$ cat src/rtl/divider32_seq_if.sv
// Start/busy/done handshake between the ALU sequencer and divider32_seq.
// The is_signed signal exists only when DIVIDER_SIGNED_EN is defined.
interface divider32_seq_if #(
    parameter int WIDTH = 32
);
    logic             start;
    logic [WIDTH-1:0] dividend;
    logic [WIDTH-1:0] divisor;
    logic             busy;
    logic             done;
    logic [WIDTH-1:0] quotient;
    logic [WIDTH-1:0] remainder;
    logic             div_by_zero;
`ifdef DIVIDER_SIGNED_EN
    logic             is_signed;

    modport master (
        output start, dividend, divisor, is_signed,
        input  busy, done, quotient, remainder, div_by_zero
    );
    modport slave (
        input  start, dividend, divisor, is_signed,
        output busy, done, quotient, remainder, div_by_zero
    );
`else
    modport master (
        output start, dividend, divisor,
        input  busy, done, quotient, remainder, div_by_zero
    );
    modport slave (
        input  start, dividend, divisor,
        output busy, done, quotient, remainder, div_by_zero
    );
`endif
endinterface

$ cat src/rtl/divider32_seq.sv
// Sequential restoring divider, one quotient bit per clock (WIDTH cycles per divide).
// Define DIVIDER_SIGNED_EN to add the is_signed operand mode.
module divider32_seq #(
    parameter int WIDTH = 32
) (
    input  logic           clk,
    input  logic           reset,
    divider32_seq_if.slave bus
);
    localparam int CNT_W = $clog2(WIDTH);

    typedef enum logic [1:0] {
        IDLE = 2'd0,
        RUN  = 2'd1,
        DONE = 2'd2
    } state_t;

    state_t             state;
    state_t             state_next;
    logic [WIDTH-1:0]   q_reg;
    logic [WIDTH-1:0]   r_reg;
    logic [WIDTH-1:0]   d_reg;
    logic [CNT_W-1:0]   cnt;
    logic               neg_q;
    logic               neg_r;
    logic               busy_r;
    logic               done_r;
    logic               dbz_r;
    logic [WIDTH-1:0]   quot_r;
    logic [WIDTH-1:0]   rem_r;

    logic               accept;
    logic               div_zero;
    logic               last;
    logic               a_neg;
    logic               b_neg;
    logic [WIDTH-1:0]   a_mag;
    logic [WIDTH-1:0]   b_mag;
    logic [WIDTH-1:0]   r_shift;
    logic               s_bit;
    logic [WIDTH:0]     sub_sum;
    logic               take;
    logic [WIDTH-1:0]   r_next;
    logic [WIDTH-1:0]   q_next;
    logic [WIDTH-1:0]   q_final;
    logic [WIDTH-1:0]   r_final;

    assign accept   = (state == IDLE) && bus.start;
    assign div_zero = (bus.divisor == '0);
    assign last     = (cnt == CNT_W'(WIDTH - 1));

`ifdef DIVIDER_SIGNED_EN
    assign a_neg = bus.is_signed & bus.dividend[WIDTH-1];
    assign b_neg = bus.is_signed & bus.divisor[WIDTH-1];
`else
    assign a_neg = 1'b0;
    assign b_neg = 1'b0;
`endif
    // Magnitude of -2^(WIDTH-1) is itself when read unsigned, so no extra bit is needed.
    assign a_mag = a_neg ? -bus.dividend : bus.dividend;
    assign b_mag = b_neg ? -bus.divisor  : bus.divisor;

    // One restoring step: subtract via inverted divisor plus carry-in; carry out means no borrow.
    assign r_shift = {r_reg[WIDTH-2:0], q_reg[WIDTH-1]};
    assign s_bit   = r_reg[WIDTH-1];
    assign sub_sum = {1'b0, r_shift} + {1'b0, ~d_reg} + (WIDTH+1)'(1);
    assign take    = s_bit | sub_sum[WIDTH];
    assign r_next  = take ? sub_sum[WIDTH-1:0] : r_shift;
    assign q_next  = {q_reg[WIDTH-2:0], take};
    assign q_final = neg_q ? -q_next : q_next;
    assign r_final = neg_r ? -r_next : r_next;

    always_ff @(posedge clk or posedge reset) begin
        if (reset) begin
            state <= IDLE;
        end else begin
            // NOTE: clocked state uses non-blocking assignments so every flop samples pre-edge values.
            state <= state_next;
        end
    end

    always_comb begin
        // NOTE: default assigned first so no path through the case leaves state_next unassigned (no latch).
        state_next = state;
        case (state)
            IDLE:    if (bus.start) state_next = div_zero ? DONE : RUN;
            RUN:     if (last)      state_next = DONE;
            DONE:                   state_next = IDLE;
            default:                state_next = IDLE;
        endcase
    end

    always_ff @(posedge clk or posedge reset) begin
        if (reset) begin
            q_reg  <= '0;
            r_reg  <= '0;
            d_reg  <= '0;
            cnt    <= '0;
            neg_q  <= 1'b0;
            neg_r  <= 1'b0;
            busy_r <= 1'b0;
            done_r <= 1'b0;
            dbz_r  <= 1'b0;
            quot_r <= '0;
            rem_r  <= '0;
        end else begin
            busy_r <= (state_next == RUN);
            done_r <= (state_next == DONE);
            if (accept) begin
                if (div_zero) begin
                    quot_r <= '1;
                    rem_r  <= bus.dividend;
                    dbz_r  <= 1'b1;
                end else begin
                    q_reg <= a_mag;
                    d_reg <= b_mag;
                    r_reg <= '0;
                    cnt   <= '0;
                    neg_q <= a_neg ^ b_neg;
                    neg_r <= a_neg;
                end
            end else if (state == RUN) begin
                q_reg <= q_next;
                r_reg <= r_next;
                cnt   <= cnt + CNT_W'(1);
                if (last) begin
                    quot_r <= q_final;
                    rem_r  <= r_final;
                    dbz_r  <= 1'b0;
                end
            end
        end
    end

    assign bus.busy        = busy_r;
    assign bus.done        = done_r;
    assign bus.quotient    = quot_r;
    assign bus.remainder   = rem_r;
    assign bus.div_by_zero = dbz_r;
endmodule

$ cat src/flat_wrapper.sv
// flat-port wrapper written by rule: the top's interface ports become plain ports
module divider32_seq_flat 
#(
    parameter int WIDTH = 32
)
  (clk, reset, bus_start, bus_dividend, bus_divisor, bus_busy, bus_done, bus_quotient, bus_remainder, bus_div_by_zero);
  divider32_seq_if #(.WIDTH(WIDTH)) bus_i ();
  input  logic clk;
  input  logic reset;
  input wire logic [$bits(bus_i.start)-1:0] bus_start;
  input wire logic [$bits(bus_i.dividend)-1:0] bus_dividend;
  input wire logic [$bits(bus_i.divisor)-1:0] bus_divisor;
  output wire logic [$bits(bus_i.busy)-1:0] bus_busy;
  output wire logic [$bits(bus_i.done)-1:0] bus_done;
  output wire logic [$bits(bus_i.quotient)-1:0] bus_quotient;
  output wire logic [$bits(bus_i.remainder)-1:0] bus_remainder;
  output wire logic [$bits(bus_i.div_by_zero)-1:0] bus_div_by_zero;
  assign bus_i.start = bus_start;
  assign bus_i.dividend = bus_dividend;
  assign bus_i.divisor = bus_divisor;
  assign bus_busy = bus_i.busy;
  assign bus_done = bus_i.done;
  assign bus_quotient = bus_i.quotient;
  assign bus_remainder = bus_i.remainder;
  assign bus_div_by_zero = bus_i.div_by_zero;
  divider32_seq #(.WIDTH(WIDTH)) u_core (.clk(clk), .reset(reset), .bus(bus_i));
endmodule
$ cat config.mk
export PLATFORM = sky130hd
export DESIGN_NAME = divider32_seq_flat
export DESIGN_NICKNAME = d
export VERILOG_FILES = /design/src/rtl/divider32_seq_if.sv /design/src/rtl/divider32_seq.sv /design/src/flat_wrapper.sv
export SDC_FILE = /design/constraint.sdc
export NUM_CORES = 1
export LEC_CHECK = 0
export ABC_CLOCK_PERIOD_IN_PS = 12600
export CAP_MARGIN = 20
export CORE_MARGIN = 2
export CORE_UTILIZATION = 35
export CTS_CLUSTER_SIZE = 40
export DETAILED_ROUTE_END_ITERATION = 8
export RECOVER_POWER = 100
export SLEW_MARGIN = 20
export SYNTH_ARGS = -nofsm -noshare
export SYNTH_HDL_FRONTEND = slang
export SYNTH_SLANG_ARGS = --single-unit
$ cat constraint.sdc
create_clock -name clk -period 12.6 [get_ports clk]
set_input_delay 2.52 -clock clk [delete_from_list [all_inputs] [get_ports clk]]
set_output_delay 2.52 -clock clk [all_outputs]
set_load 0.1 [all_outputs]
# Word level (Yosys, flattened, before mapping)
# Index checks and enable logic that the tools add are counted.
dict set report classes {
  mul 0
  div_mod_pow 0
  n_reduce_logical 8
  shift 0
  addsub 3
  n_lt_le_gt_ge 0
  n_eq_ne 6
  bitwise 3
  n_mux 26
}
# op count
set ops {}
lappend ops {{$mux 32} 15}
lappend ops {{$add 32x32->33} 1}
lappend ops {{$add 33x1->33 const B} 1}
lappend ops {{$logic_not 32->1} 1}
lappend ops {{$not 32->32} 1}
lappend ops {{$mux 5} 3}
lappend ops {{$mux 2} 3}
lappend ops {{$add 5x1->5 const B} 1}
lappend ops {{$eq 5x5->1 const B} 1}
lappend ops {{$eq 2x1->1 const B} 2}
lappend ops {{$mux 1} 4}
lappend ops {{$ne 2x2->1 const B} 2}
lappend ops {{$pmux 2 s2} 1}
lappend ops {{$reduce_and 2->1} 2}
lappend ops {{$reduce_bool 2->1} 2}
lappend ops {{$reduce_and 3->1} 1}
lappend ops {{$eq 2x2->1 const B} 1}
lappend ops {{$logic_not 2->1} 1}
lappend ops {{$logic_and 1x1->1} 1}
lappend ops {{$not 1->1} 1}
lappend ops {{$or 1x1->1} 1}
dict set report totals {
  input_bits 67
  output_inout_bits 67
  word_cells 56
  ramBits 0
  rom_bits 0
  n_memories 0
  register_bits 170
  latchBits 0
}

# Longest topological paths before layout
dict set report logic_depth {
  word_depth 8
  depth_mapped 13
  mapped_depth_nobuf 11
}

# Worst setup path after synthesis
# No wires, ideal clock.
dict set report synth_path {
  path_type {input -> register}
  startpoint {input bus_divisor[27]}
  endpoint {register u_core.d_reg[0]}
  path_stages 7
  t_arrival_ns 4.297
  setup_time_ns 0.125
  required_time_ns 12.475
  path_slack_ns 8.179
  path_buffers 2
  path_cell_list {nor4_1 > nand2_1 > nor3_1 > nand2b_1 > clkbuf_1 > clkbuf_1 > mux2_2}
}
dict set report synth_between {
  elab_chain_cells 3
}
# element line
set synth_rtl {}
lappend synth_rtl {{start, declared} flat_wrapper.sv:12} ;# input wire logic [$bits(bus_i.divisor)-1:0] bus_divisor;
lappend synth_rtl {{$logic_not 32->1} divider32_seq.sv:49} ;# assign div_zero = (bus.divisor == '0);
lappend synth_rtl {{$not 1->1 (no line)} --}
lappend synth_rtl {{$reduce_and 2->1 (no line)} --}
lappend synth_rtl {{end signal, assigned} divider32_seq.sv:116} ;# d_reg <= b_mag;
lappend synth_rtl {{end, declared} divider32_seq.sv:22} ;# logic [WIDTH-1:0] d_reg;
# Every way passes these cells.
# A chain may end at the register's enable or synchronous reset.

# Final worst setup path
dict set report layout_path {
  startpoint {input bus_divisor[20]}
  endpoint {register u_core.r_reg[21]}
}
dict set report layout_between {
  elab_chain_cells 3
}
# element line
set layout_rtl {}
lappend layout_rtl {{$logic_not 32->1} divider32_seq.sv:49}
lappend layout_rtl {{$ne 2x2->1 (no line)} --}
lappend layout_rtl {{$reduce_and 2->1 (no line)} --}
lappend layout_rtl {{end signal, assigned} divider32_seq.sv:124} ;# r_reg <= r_next;
lappend layout_rtl {{end, declared} divider32_seq.sv:21} ;# logic [WIDTH-1:0] r_reg;
# Every way passes these cells.

==> summary.log <==
[outcome] status finished with violations
[outcome] violations in the final reports capacitance limit, slew limit
[synth] Yosys cell types 69
[detailed_routing] remaining antenna violation count 0
[synth] share of synthesized flip-flops with an asynchronous set or reset 100%
[worst_setup_path] worst-case register-to-register setup slack 7880 ps
[grt] pin count of the biggest net entering global routing 94
[worst_setup_path] R2R Path End u_core.bus.remainder[9]
[cts] clock sink count 170
[detailed_routing] drt total wl 27800 um
[sta] final setup fails 0
[cts] number of buffers inserted by post-CTS setup repair 0
[cts] clock-pin slew on the worst setup and hold paths 70 ps
[min_path] Worst Hold Path EP u_core.bus.quotient[18]
[sta] fin crit period 8280 ps
[cells_and_area] count of nets after finishing 1286
[cts] post-cts gate resize count 0
[floorplan] area of the core 0.0269 mm^2
[detailed_routing] iteration-0 DRC count of the detailed router 737
[floorplan] site row count 60
[worst_setup_path] Req. time, crit path 12850 ps
[grt] number of global-route vias before repair 7882
[synth] portion of the post-synthesis area used by sequential elements 44.6%
[placed_design] DP Cell Count 1506
[synth] Post-Synthesis Cell Area 0.00953 mm^2
[placed_design] sum of net half-perimeters after detailed placement 19800 um
[detailed_routing] total via count after detailed routing 8408
[cells_and_area] signed area change from the synthesized netlist to the final layout 22.6%
[sta] unrepaired setup endpoints after global routing no
[synth] cells after synthesis 1090
[synth] share of the synthesized area in the top cell type 44.6%
[sta] max-slew headroom at the worst pin -185%
[floorplan] Starting Density 35.5%
[synth] dominant cell type by area after synthesis sky130_fd_sc_hd__dfrtp_1
[cells_and_area] diode insertion count for antenna repair 0
[synth] synthesized flop and latch total 170
[min_path] hold crit path type reg -> reg
[cts] source-to-sink clock delay at the later pin of the worst-skew pair 430 ps
[cts] number of buffers created by CTS 17
[cts] buffer levels on the longest clock path 2
[floorplan] number of placed I/O pins 134
[detailed_routing] routed len/inst 18.1 um
[min_path] hold path cells 2
[grt] number of antenna violations at the first check in global routing 0
[worst_setup_path] critical path data arrival time 8530 ps
[grt] global-route wire length before repair 45300 um
[placed_design] RD Place Congestion 0.893
[cts] CTS Hold Bufs 0
[sta] setup TNS 0 ps
[synth] synth top area cells sky130_fd_sc_hd__dfrtp_1 45%, sky130_fd_sc_hd__nand2_1 7.0%, sky130_fd_sc_hd__ha_1 4.5%
[floorplan] die footprint 0.0286 mm^2
[worst_setup_path] crit start category input pin
[cts] TritonCTS clock tree yes
[cells_and_area] non-filler instance count after layout 1538
[cts] root buf cell sky130_fd_sc_hd__clkbuf_16
[min_path] Hold Crit Start u_core.bus.quotient[18]
[floorplan] die boundary width 169 um
[cts] CTS HTree Levels 4
[synth] Mapped Avg Cell Area 8.74 um^2
[detailed_routing] detailed-router iteration count before antenna repair 5
[floorplan] vertical extent of the die 169 um
[worst_setup_path] Crit. End Element register
[sta] Hold Vio Cnt, Final 0
[grt] remaining global-route overflow 0
[detailed_routing] remaining design rule violation count 0
[grt] GRT Total Usage 19.9%
[sta] number of max-slew violations in the final report 275
[synth] number of nets in the synthesized netlist 1192
[sta] worst clock skew 13.0 ps
[run] total of max-cap violations 4
[worst_setup_path] FF-to-FF Start u_core.cnt[0]
[sta] Peak Freq 121 MHz
[placed_design] pre-CTS setup slack 6170 ps
[detailed_routing] via density per instance 5.47
[synth] most instantiated library cell after synthesis sky130_fd_sc_hd__nand2_1
[cells_and_area] share of post-route cells with drive strength above 1 7.18%
[synth] Ys Warns 0
[placed_design] input/output buffers 133
[synth] number of synthesized flops with an enable pin 0
[sta] worst-margin pin slew 4260 ps
[worst_setup_path] Register-to-Register Path Depth 9
[synth] top cells by instance count after synthesis 178 x sky130_fd_sc_hd__nand2_1, 170 x sky130_fd_sc_hd__dfrtp_1, 95 x sky130_fd_sc_hd__nor2_1
[worst_setup_path] maximum net fanout on the critical path 56
[synth] flip-flop cell with the highest count after synthesis sky130_fd_sc_hd__dfrtp_1
[sta] minimum setup slack in the final design 4320 ps
[sta] Tcrit/Tclk final 65.7%
[worst_setup_path] critical path start-end classification in -> reg
[worst max-delay path by stage]
stage                               endpoint  cells past startpoint       startpoint  slack, ps
floorplan                    u_core.bus.busy                      1            reset       5480
global placement    u_core.bus.remainder[30]                     10  bus_divisor[20]       6330
detailed placement          u_core.r_reg[18]                     10  bus_divisor[20]       6170
CTS                         u_core.r_reg[18]                     10  bus_divisor[20]       6610
global route                u_core.r_reg[21]                      9  bus_divisor[20]       3670
finish                      u_core.r_reg[21]                      9  bus_divisor[20]       4320
[per-layer routing]
layer	track usage, %	share of wire [%]	up-vias
li1	-	-	4078
met1	31.2	50	4038
met2	28.6	42	277
met3	3.60	6.4	15
met4	3.72	0.80	0
met5	0	0	-
[cell usage in the layout (no fill, tap or decap), types with 12 or more instances in the layout]
cell type / Yosys / routed
sky130_fd_sc_hd__a21oi_1: 56 / 55
sky130_fd_sc_hd__ha_1: 34 / 34
sky130_fd_sc_hd__nor3_1: 44 / 44
sky130_fd_sc_hd__inv_1: 41 / 40
sky130_fd_sc_hd__mux2_2: 32 / 32
sky130_fd_sc_hd__nand3_1: 36 / 36
sky130_fd_sc_hd__clkbuf_16: 0 / 17
sky130_fd_sc_hd__dlygate4sd3_1: 0 / 69
sky130_fd_sc_hd__or3_1: 16 / 16
sky130_fd_sc_hd__dfrtp_1: 170 / 170
sky130_fd_sc_hd__o21ai_0: 55 / 58
sky130_fd_sc_hd__nand2_1: 178 / 177
sky130_fd_sc_hd__a31oi_1: 46 / 46
sky130_fd_sc_hd__o31ai_1: 15 / 15
sky130_fd_sc_hd__nor2_1: 95 / 95
sky130_fd_sc_hd__xnor2_1: 12 / 12
sky130_fd_sc_hd__clkdlybuf4s50_1: 0 / 64
sky130_fd_sc_hd__and3_1: 13 / 13
sky130_fd_sc_hd__a211oi_1: 32 / 32
[metrics by stage]
step	util (%)	area (um^2)	hold WS, ps
5_1_grt	43.5	11700	499
3_5_place_dp	41.4	11100	471
2_1_floorplan	-	9530	473
6_report	43.5	11700	476
3_3_place_gp	41.3	11100	464
4_1_cts	43.5	11700	488
[cell families (layout without fill, tap and decap cells)]
| kind of cell | Yosys count | count (layout) | synth area share [%] |
|---|---|---|---|
| xor gates and xnor gates | 19 | 19 | 1.75 |
| buffers and inverters | 111 | 218 | 4.65 |
| and+or+nand+nor | 438 | 438 | 20.9 |
| muxes | 43 | 43 | 4.94 |
| adders and majority gates | 35 | 35 | 4.68 |
| AOI/OAI and AO/OA | 274 | 274 | 18.5 |
| DFF | 170 | 170 | 44.6 |
[layout make-up]
type	count	area, um^2
clock buffer	18	429
clock inverter	14	154
fill	2671	15200
inverter	41	155
multi-input combinational	809	4850
sequential	170	4250
tap	341	427
timing repair buffer	145	1410
[critical path, cell delays in order]
cell                            delay, ps
sky130_fd_sc_hd__dlygate4sd3_1        580
sky130_fd_sc_hd__nor4_1               570
sky130_fd_sc_hd__nand4_1              180
sky130_fd_sc_hd__nor3_1               760
sky130_fd_sc_hd__nand2b_2             270
sky130_fd_sc_hd__clkbuf_1            1940
sky130_fd_sc_hd__and2_0               410
sky130_fd_sc_hd__clkbuf_1            1090
sky130_fd_sc_hd__o21ai_0              200
Power is left out: the tool's default activity adds up to more than one toggle a clock period on the data nets, which glitch-free logic cannot reach.
